--- src/rtl/seven_seg_scan.sv ---
// Four-digit multiplexed seven-segment driver. BCD digits are captured into a shadow buffer
// and copied to the display buffer only at a frame boundary, so a frame never shows mixed data.
module seven_seg_scan #(
  parameter int CLK_DIV      = 50000,
  parameter int BLANK_CYCLES = 16
) (
  input  logic       clock,
  input  logic       reset,
  input  logic [3:0] ten_0,
  input  logic [3:0] ten_1,
  input  logic [3:0] ten_2,
  input  logic [3:0] ten_3,
  input  logic       load,
  input  logic       blank_zeros,
  output logic [3:0] an,
  output logic [6:0] seg,
  output logic       frame_done
);

  localparam int            TW         = $clog2(CLK_DIV);
  localparam logic [TW-1:0] TICK_LAST  = TW'(CLK_DIV - 1);
  localparam logic [TW-1:0] BLANK_LAST = TW'(BLANK_CYCLES);

  logic [TW-1:0]   tick_q, tick_d;
  logic [1:0]      idx_q, idx_d;
  logic [3:0][3:0] shadow_q, shadow_d;
  logic [3:0][3:0] disp_q, disp_d;
  logic            pending_q, pending_d;
  logic [3:0]      an_q, an_d;
  logic [6:0]      seg_q, seg_d;

  logic       slot_end;
  logic       boundary;
  logic [3:0] cur_digit;
  logic       lead_zero;

  function automatic logic [6:0] encode(input logic [3:0] d);
    logic [6:0] s;
    case (d)
      4'd0:    s = 7'h40;
      4'd1:    s = 7'h79;
      4'd2:    s = 7'h24;
      4'd3:    s = 7'h30;
      4'd4:    s = 7'h19;
      4'd5:    s = 7'h12;
      4'd6:    s = 7'h02;
      4'd7:    s = 7'h78;
      4'd8:    s = 7'h00;
      4'd9:    s = 7'h10;
      default: s = 7'h3F;
    endcase
    return s;
  endfunction

  always_comb begin
    slot_end  = (tick_q == TICK_LAST);
    boundary  = slot_end && (idx_q == 2'd3);
    tick_d    = slot_end ? '0 : tick_q + 1'b1;
    idx_d     = slot_end ? idx_q + 2'd1 : idx_q;
    shadow_d  = load ? {ten_3, ten_2, ten_1, ten_0} : shadow_q;
    // The boundary copy sees the shadow as it was before any same-cycle load.
    disp_d    = (boundary && pending_q) ? shadow_q : disp_q;
    pending_d = load | (pending_q & ~boundary);

    cur_digit = disp_q[idx_q];
    lead_zero = 1'b0;
    case (idx_q)
      2'd3:    lead_zero = (disp_q[3] == 4'd0);
      2'd2:    lead_zero = (disp_q[3] == 4'd0) && (disp_q[2] == 4'd0);
      2'd1:    lead_zero = (disp_q[3] == 4'd0) && (disp_q[2] == 4'd0) && (disp_q[1] == 4'd0);
      default: lead_zero = 1'b0;
    endcase

    an_d  = (tick_q < BLANK_LAST) ? 4'hF : ~(4'b0001 << idx_q);
    seg_d = (blank_zeros && lead_zero) ? 7'h7F : encode(cur_digit);
  end

  always_ff @(posedge clock or posedge reset) begin
    if (reset) begin
      tick_q    <= '0;
      idx_q     <= 2'd0;
      shadow_q  <= '0;
      disp_q    <= '0;
      pending_q <= 1'b0;
      an_q      <= 4'hF;
      seg_q     <= 7'h7F;
    end else begin
      tick_q    <= tick_d;
      idx_q     <= idx_d;
      shadow_q  <= shadow_d;
      disp_q    <= disp_d;
      pending_q <= pending_d;
      an_q      <= an_d;
      seg_q     <= seg_d;
    end
  end

  assign an         = an_q;
  assign seg        = seg_q;
  assign frame_done = boundary;

endmodule

--- config.mk ---
export PLATFORM = sky130hd
export DESIGN_NAME = seven_seg_scan
export DESIGN_NICKNAME = d
export VERILOG_FILES = /design/src/rtl/seven_seg_scan.sv
export SDC_FILE = /design/constraint.sdc
export NUM_CORES = 1
export LEC_CHECK = 0
export ABC_AREA = 1
export ABC_CLOCK_PERIOD_IN_PS = 3870
export CAP_MARGIN = 15
export CORE_MARGIN = 2
export CORE_UTILIZATION = 56
export CTS_CLUSTER_DIAMETER = 120
export DETAILED_ROUTE_END_ITERATION = 10
export GPL_TIMING_DRIVEN = 0
export PLACE_DENSITY = 0.89
export SYNTH_ARGS = -nofsm -noshare
export SYNTH_HDL_FRONTEND = slang
export SYNTH_SLANG_ARGS = --single-unit
export TNS_END_PERCENT = 5
--- constraint.sdc ---
create_clock -name clock -period 3.87 [get_ports clock]
set_input_delay 0.774 -clock clock [delete_from_list [all_inputs] [get_ports clock]]
set_output_delay 0.774 -clock clock [all_outputs]
set_load 0.01 [all_outputs]
==> results of run 1 <==
==> cell type report <==
| type | instances | area (um2) |
|---|---|---|
| Fill cell | 427 | 1712 |
| Sequential cell | 62 | 1565 |
| Multi-Input combinational cell | 272 | 1344 |
| Timing Repair Buffer | 31 | 320.3 |
| Buffer | 12 | 142.6 |
| Clock buffer | 10 | 137.6 |
| Inverter | 33 | 123.9 |
| Tap cell | 72 | 90.09 |
| Clock inverter | 6 | 71.32 |
==> synth_stat cells (4+ instances only) <==
| cell type | count | area [um2] |
|---|---|---|
| nand4_1 | 16 | 100.1 |
| dfrtp_1 | 51 | 1276 |
| dfstp_2 | 11 | 289.0 |
| nor2_1 | 35 | 131.4 |
| xor2_1 | 9 | 78.83 |
| ha_1 | 11 | 137.6 |
| nor3_1 | 5 | 25.02 |
| o21ai_0 | 4 | 20.02 |
| nand3_1 | 31 | 155.2 |
| nand2_1 | 146 | 548.0 |
| inv_1 | 30 | 112.6 |
==> through the flow <==
| stage | utilization | setup WS [ns] | power (mW) | hold slack [ns] |
|---|---|---|---|---|
| finish | 0.6892 | 0.8725 | 1.311 | 0.4577 |
| global route | 0.6892 | 0.7646 | 1.361 | 0.4995 |
| CTS | 0.6892 | 0.8688 | 1.318 | 0.4611 |
| detailed placement | 0.6512 | 1.240 | 0.7378 | 0.4501 |
| global placement | 0.6476 | 0.6074 | 0.7319 | 0.4408 |
| floorplan | - | 1.573 | 0.7073 | 0.4288 |
==> kinds of logic after synthesis <==
logic type      count (synthesis)  synth area share
simple gates                  245            0.3420
fa+ha+maj                      11           0.04334
buf+inv                        45           0.08393
xor+xnor                       10           0.02758
compound gates                  6           0.01024
flops                          62            0.4929
==> metal layers <==
metal  vias up  global-route usage  part of all wire
met5         -                   0                 0
met4         0             0.08448             0.017
met3         9             0.05568             0.052
met2        74              0.3737              0.49
met1      1189              0.2995              0.44
li1       1276                   -                 -
==> worst paths after layout <==
kind	from	endpoint	slack [ns]	depth (start not counted)
worst max-delay path	idx_q[1]	frame_done	0.87	5
worst min-delay path	tick_q[0]	tick_q[0]	0.46	1
worst max register to register	idx_q[0]	seg[3]	2.09	9
worst min register to register	tick_q[0]	tick_q[0]	0.46	1
max in group asynchronous	reset	shadow_q[10]	2.50	3
min in group asynchronous	reset	tick_q[2]	0.79	2
==> state kept, by name (all words and copies together), names as in the netlist <==
| register | flops |
|---|---|
| shadow_q | 16 |
| idx_q | 2 |
| seg | 7 |
| pending_q | 1 |
| an | 4 |
| tick_q | 16 |
| disp_q | 16 |
==> power by group through the flow <==
stage | registers (mW) | clock network, mW | logic [mW]
after global placement | 0.683 | 0 | 0.0493
final | 0.672 | 0.586 | 0.0529
after CTS | 0.672 | 0.592 | 0.0545
after global routing | 0.673 | 0.626 | 0.0619
after floorplan | 0.681 | 0 | 0.0264
after detailed placement | 0.683 | 0 | 0.0543
==> critical path, stage by stage (launching register included) <==
cell and delay [ns]:
dfrtp_1 0.48, ha_1 0.28, clkbuf_8 0.20, inv_1 0.07, nor3_1 0.27, clkdlybuf4s50_1 0.59
==> flow_summary.toml, run 1 <==
[outcome]
status = "completed"

[yosys]
ys_seq_area_frac = 0.4929
async_reset_ff_frac = 1.000
yosys_most_used_dff = "dfrtp_1"
netlist_area_mm2 = 0.003176
yosysWarnings = 0
netlist_instances = 379
postSynthAreaPerCell_um2 = 8.379
ys_types = 30
ys_ff_latch = 62
synth_nets = 410
synth_edf_count = 0

[floorplan]
die_x_um = 79.31
die-area_mm2 = 0.006289
core_area_mm2 = 0.005507
initial_utilization = 0.5767
row_count = 27
die_h_um = 79.31
io_pins = 32

[sta]
fin_skew_ns = 0.01060
max_freq_mhz = 333.6
worstMarginPinSlew_ns = 0.5194
drv_slew = 0
min_period_ns = 2.997
hold_viol_final = 0
rsz0062_at_grt = "no"
fin_crit_sh = 0.7745
final.setup.tns_ns = 0
setup_viol = 0
slew_headroom = 0.6532

[clock_tree]
htreeDepth = 3
worstSkewPairLatency_ns = 0.34
root_buffer = "clkbuf_8"
clk_path_buf_depth = 2
cts_buffers = 9
cts_hold_buf = 0
post_cts_resized = 0
clk_pin_slew_worst_paths_ns = 0.08
cts_sinks = 62
cts_tree = "yes"
postCtsSetupRepairBufs = 0

[power]
power_frac_clock = 0.447
p_seq_frac = 0.513
p_comb_frac = 0.040
swShare = 0.2324
leakagePower_nw = 1.931
intPower_mw = 1.006
switchingPower_uw = 304.6
peakVddDrop_mv = 0.2660
p_per_area_mw_per_mm2 = 345.4

[worst_setup_path]
critPathKind = "reg2out"
cp_max_fo = 10
end_kind = "output port"
worstPathRequired_ns = 3.10
start_kind = "flip-flop"
cp_data_arrival_time_ns = 2.22

[global_routing]
grt_pass1_wl_um = 11140
grt_pass1_vias = 2498
gr-total-overflow = 0
grt_usage = 0.2296
antenna_found_initial = 0
grt_max_degree = 39

[min_path]
hold_path_class = "reg2reg"

[flow_run]
drv_cap = 0

[placement]
place.gp.congestion = 0.8684
port_buffers = 30
place_hpwl_um = 4339
placedInstanceArea_mm2 = 0.003586
place_inst = 482

[routing]
dr_total_vias = 2548
vias_per_cell = 5.116
finalWirelength_um = 6162
dr.pass1.iters = 4
drt_iter0_markers = 158
detail-route-antenna-nets = 0
drc = 0
wl_per_cell_um = 12.37

[layout]
final_cell_mix = "nand2_1, dfrtp_1, nor2_1"
fin_nets = 452
num_antenna_cells = 0
stdcell_count = 498
finalInstanceArea_mm2 = 0.003795
final_common_cell = "nand2_1"
drive_gt1_frac = 0.1103
areaGrowthSynthToFinish_pct = 19.50
Power figures use the tool's default switching activity.
==> run 2, diff against run 1 <==
ABC_CLOCK_PERIOD_IN_PS = 2500   (was 3870)
CORE_UTILIZATION = 51   (was 56)
PLACE_DENSITY = 0.86   (was 0.89)
clock period = 2.5 ns   (was 3.87 ns; I/O delays follow)
==> run 2 against run 1 <==
Against the previous run:
- sequential power grew 55%
- first-iteration DRC count shrank 21%
- global-route usage shrank 3.3 points
- critical path depth grew 1
- setup slack lost 0.71 ns
- register-to-register slack lost 1.4 ns
- count of clock-buffer cells in the layout is the same
- sequential share of layout area shrank 0.17 points
- die area grew 9.3%
- power grew 60%
==> flow_summary.toml, run 2 (synthesis results as in run 1) <==
[outcome]
status = "completed"

[placement]
place.gp.congestion = 0.8949
pre_cts_ws_ns = 0.1998
port_buffers = 30
place_hpwl_um = 4483

[global_routing]
grt_pass1_wl_um = 10830
grt_max_degree = 45
grt_most_used_layer = "met2"
grt_usage = 0.1967
gr-total-overflow = 0
gr-usage-met1 = 0.2341
grt_pass1_vias = 2537
use_met3 = 0.05964
grtUsageMet2 = 0.3218
antenna_found_initial = 0

[sta]
finalHoldWorstSlack_ns = 0.4567
worstMarginPinSlew_ns = 0.3823
fin_skew_ns = 0.01194
finalWorstSetupSlack_ns = 0.1657
slew_headroom = 0.7448
min_period_ns = 2.334
drv_slew = 0
setup_viol = 0
rsz0062_at_grt = "no"
fin_crit_sh = 0.9337
final.setup.tns_ns = 0
max_freq_mhz = 428.4
hold_viol_final = 0

[worst_setup_path]
cp_max_fo = 7
start_kind = "flip-flop"
cp_data_arrival_time_ns = 1.83
critPathKind = "reg2out"
end_kind = "output port"
worstPathRequired_ns = 2.00

[routing]
vias_per_cell = 5.150
detail-route-antenna-nets = 0
drc = 0
dr.pass1.iters = 4
drt_iter0_markers = 125
dr_total_vias = 2575
wl_per_cell_um = 12.26
finalWirelength_um = 6132

[power]
p_per_area_mw_per_mm2 = 549.3
p_seq_frac = 0.497
swShare = 0.2126
leakagePower_nw = 1.937
intPower_mw = 1.650
p_comb_frac = 0.039
power_frac_clock = 0.464
switchingPower_uw = 445.3
peakVddDrop_mv = 0.4008

[clock_tree]
htreeDepth = 3
worstSkewPairLatency_ns = 0.35
post_cts_resized = 3
clk_path_buf_depth = 2
postCtsSetupRepairBufs = 0
cts_hold_buf = 0
cts_sinks = 62
clk_pin_slew_worst_paths_ns = 0.07
cts_tree = "yes"
cts_buffers = 9
root_buffer = "clkbuf_8"

[flow_run]
drv_cap = 0

[floorplan]
die_h_um = 82.91
die_x_um = 82.91
die-area_mm2 = 0.006874
core_area_mm2 = 0.005956
row_count = 28
initial_utilization = 0.5332
io_pins = 32

[layout]
regArea_mm2 = 0.001567
largestRegisters = "disp_q x16, shadow_q x16, tick_q x16"
nFillCells = 525
final_cell_mix = "nand2_1, dfrtp_1, nor2_1"
multi_input_area_mm2 = 0.001346
final_common_cell = "nand2_1"
drive_gt1_frac = 0.1129
areaGrowthSynthToFinish_pct = 20.09
fin_nets = 452
num_antenna_cells = 0

[min_path]
hold_path_class = "in2async"
-- run 2: layer usage --
| layer | part of all wire | routed length, um |
|---|---|---|
| met3 | 0.051 | 312 |
| met4 | 0.024 | 148 |
| met2 | 0.48 | 2971 |
| met5 | 0 | 0 |
| met1 | 0.44 | 2699 |
-- run 2: power groups by stage --
stage / Combinational, mW / Sequential [mW] / Clock (mW)
after floorplan: 0.0409 / 1.05 / 0
after global placement: 0.0760 / 1.06 / 0
after detailed placement: 0.0845 / 1.06 / 0
after CTS: 0.0846 / 1.04 / 0.999
after global routing: 0.0958 / 1.04 / 1.04
final: 0.0817 / 1.04 / 0.973
-- run 2: path summary, 6_finish.rpt --
| path | from | endpoint | slack [ns] | depth (start not counted) |
|---|---|---|---|---|
| min in group clock | tick_q[0] | tick_q[0] | 0.47 | 1 |
| max in group asynchronous | reset | an[0] | 1.45 | 3 |
| setup / recovery | tick_q[0] | frame_done | 0.17 | 6 |
| setup reg to reg | idx_q[0] | seg[3] | 0.68 | 9 |
| hold / removal | reset | tick_q[13] | 0.46 | 2 |
| hold reg to reg | tick_q[0] | tick_q[0] | 0.47 | 1 |
-- run 2: worst max-delay path: stages, from the launching register on --
cell           delay [ns]
dfrtp_1              0.38
ha_1                 0.24
nand2_2              0.11
nor2_8               0.15
nand3_1              0.09
nor3_1               0.22
dlygate4sd2_1        0.30
-- run 2: layout make-up --
cell class,count,share of cell area
Timing Repair Buffer,31,0.08366
Inverter,33,0.03248
Multi-Input combinational cell,272,0.3530
Tap cell,75,0.02461
Buffer,12,0.03740
Clock buffer,10,0.03609
Sequential cell,62,0.4108
Clock inverter,5,0.02198
-- run 2: stage by stage --
stage	total power, mW	cells	util	cell area, um2
after floorplan	1.095	379	-	3176
after global placement	1.133	484	0.5994	3570
after detailed placement	1.143	485	0.6027	3590
after CTS	2.124	500	0.6403	3814
after global routing	2.181	500	0.6403	3814
final	2.095	500	0.6403	3814
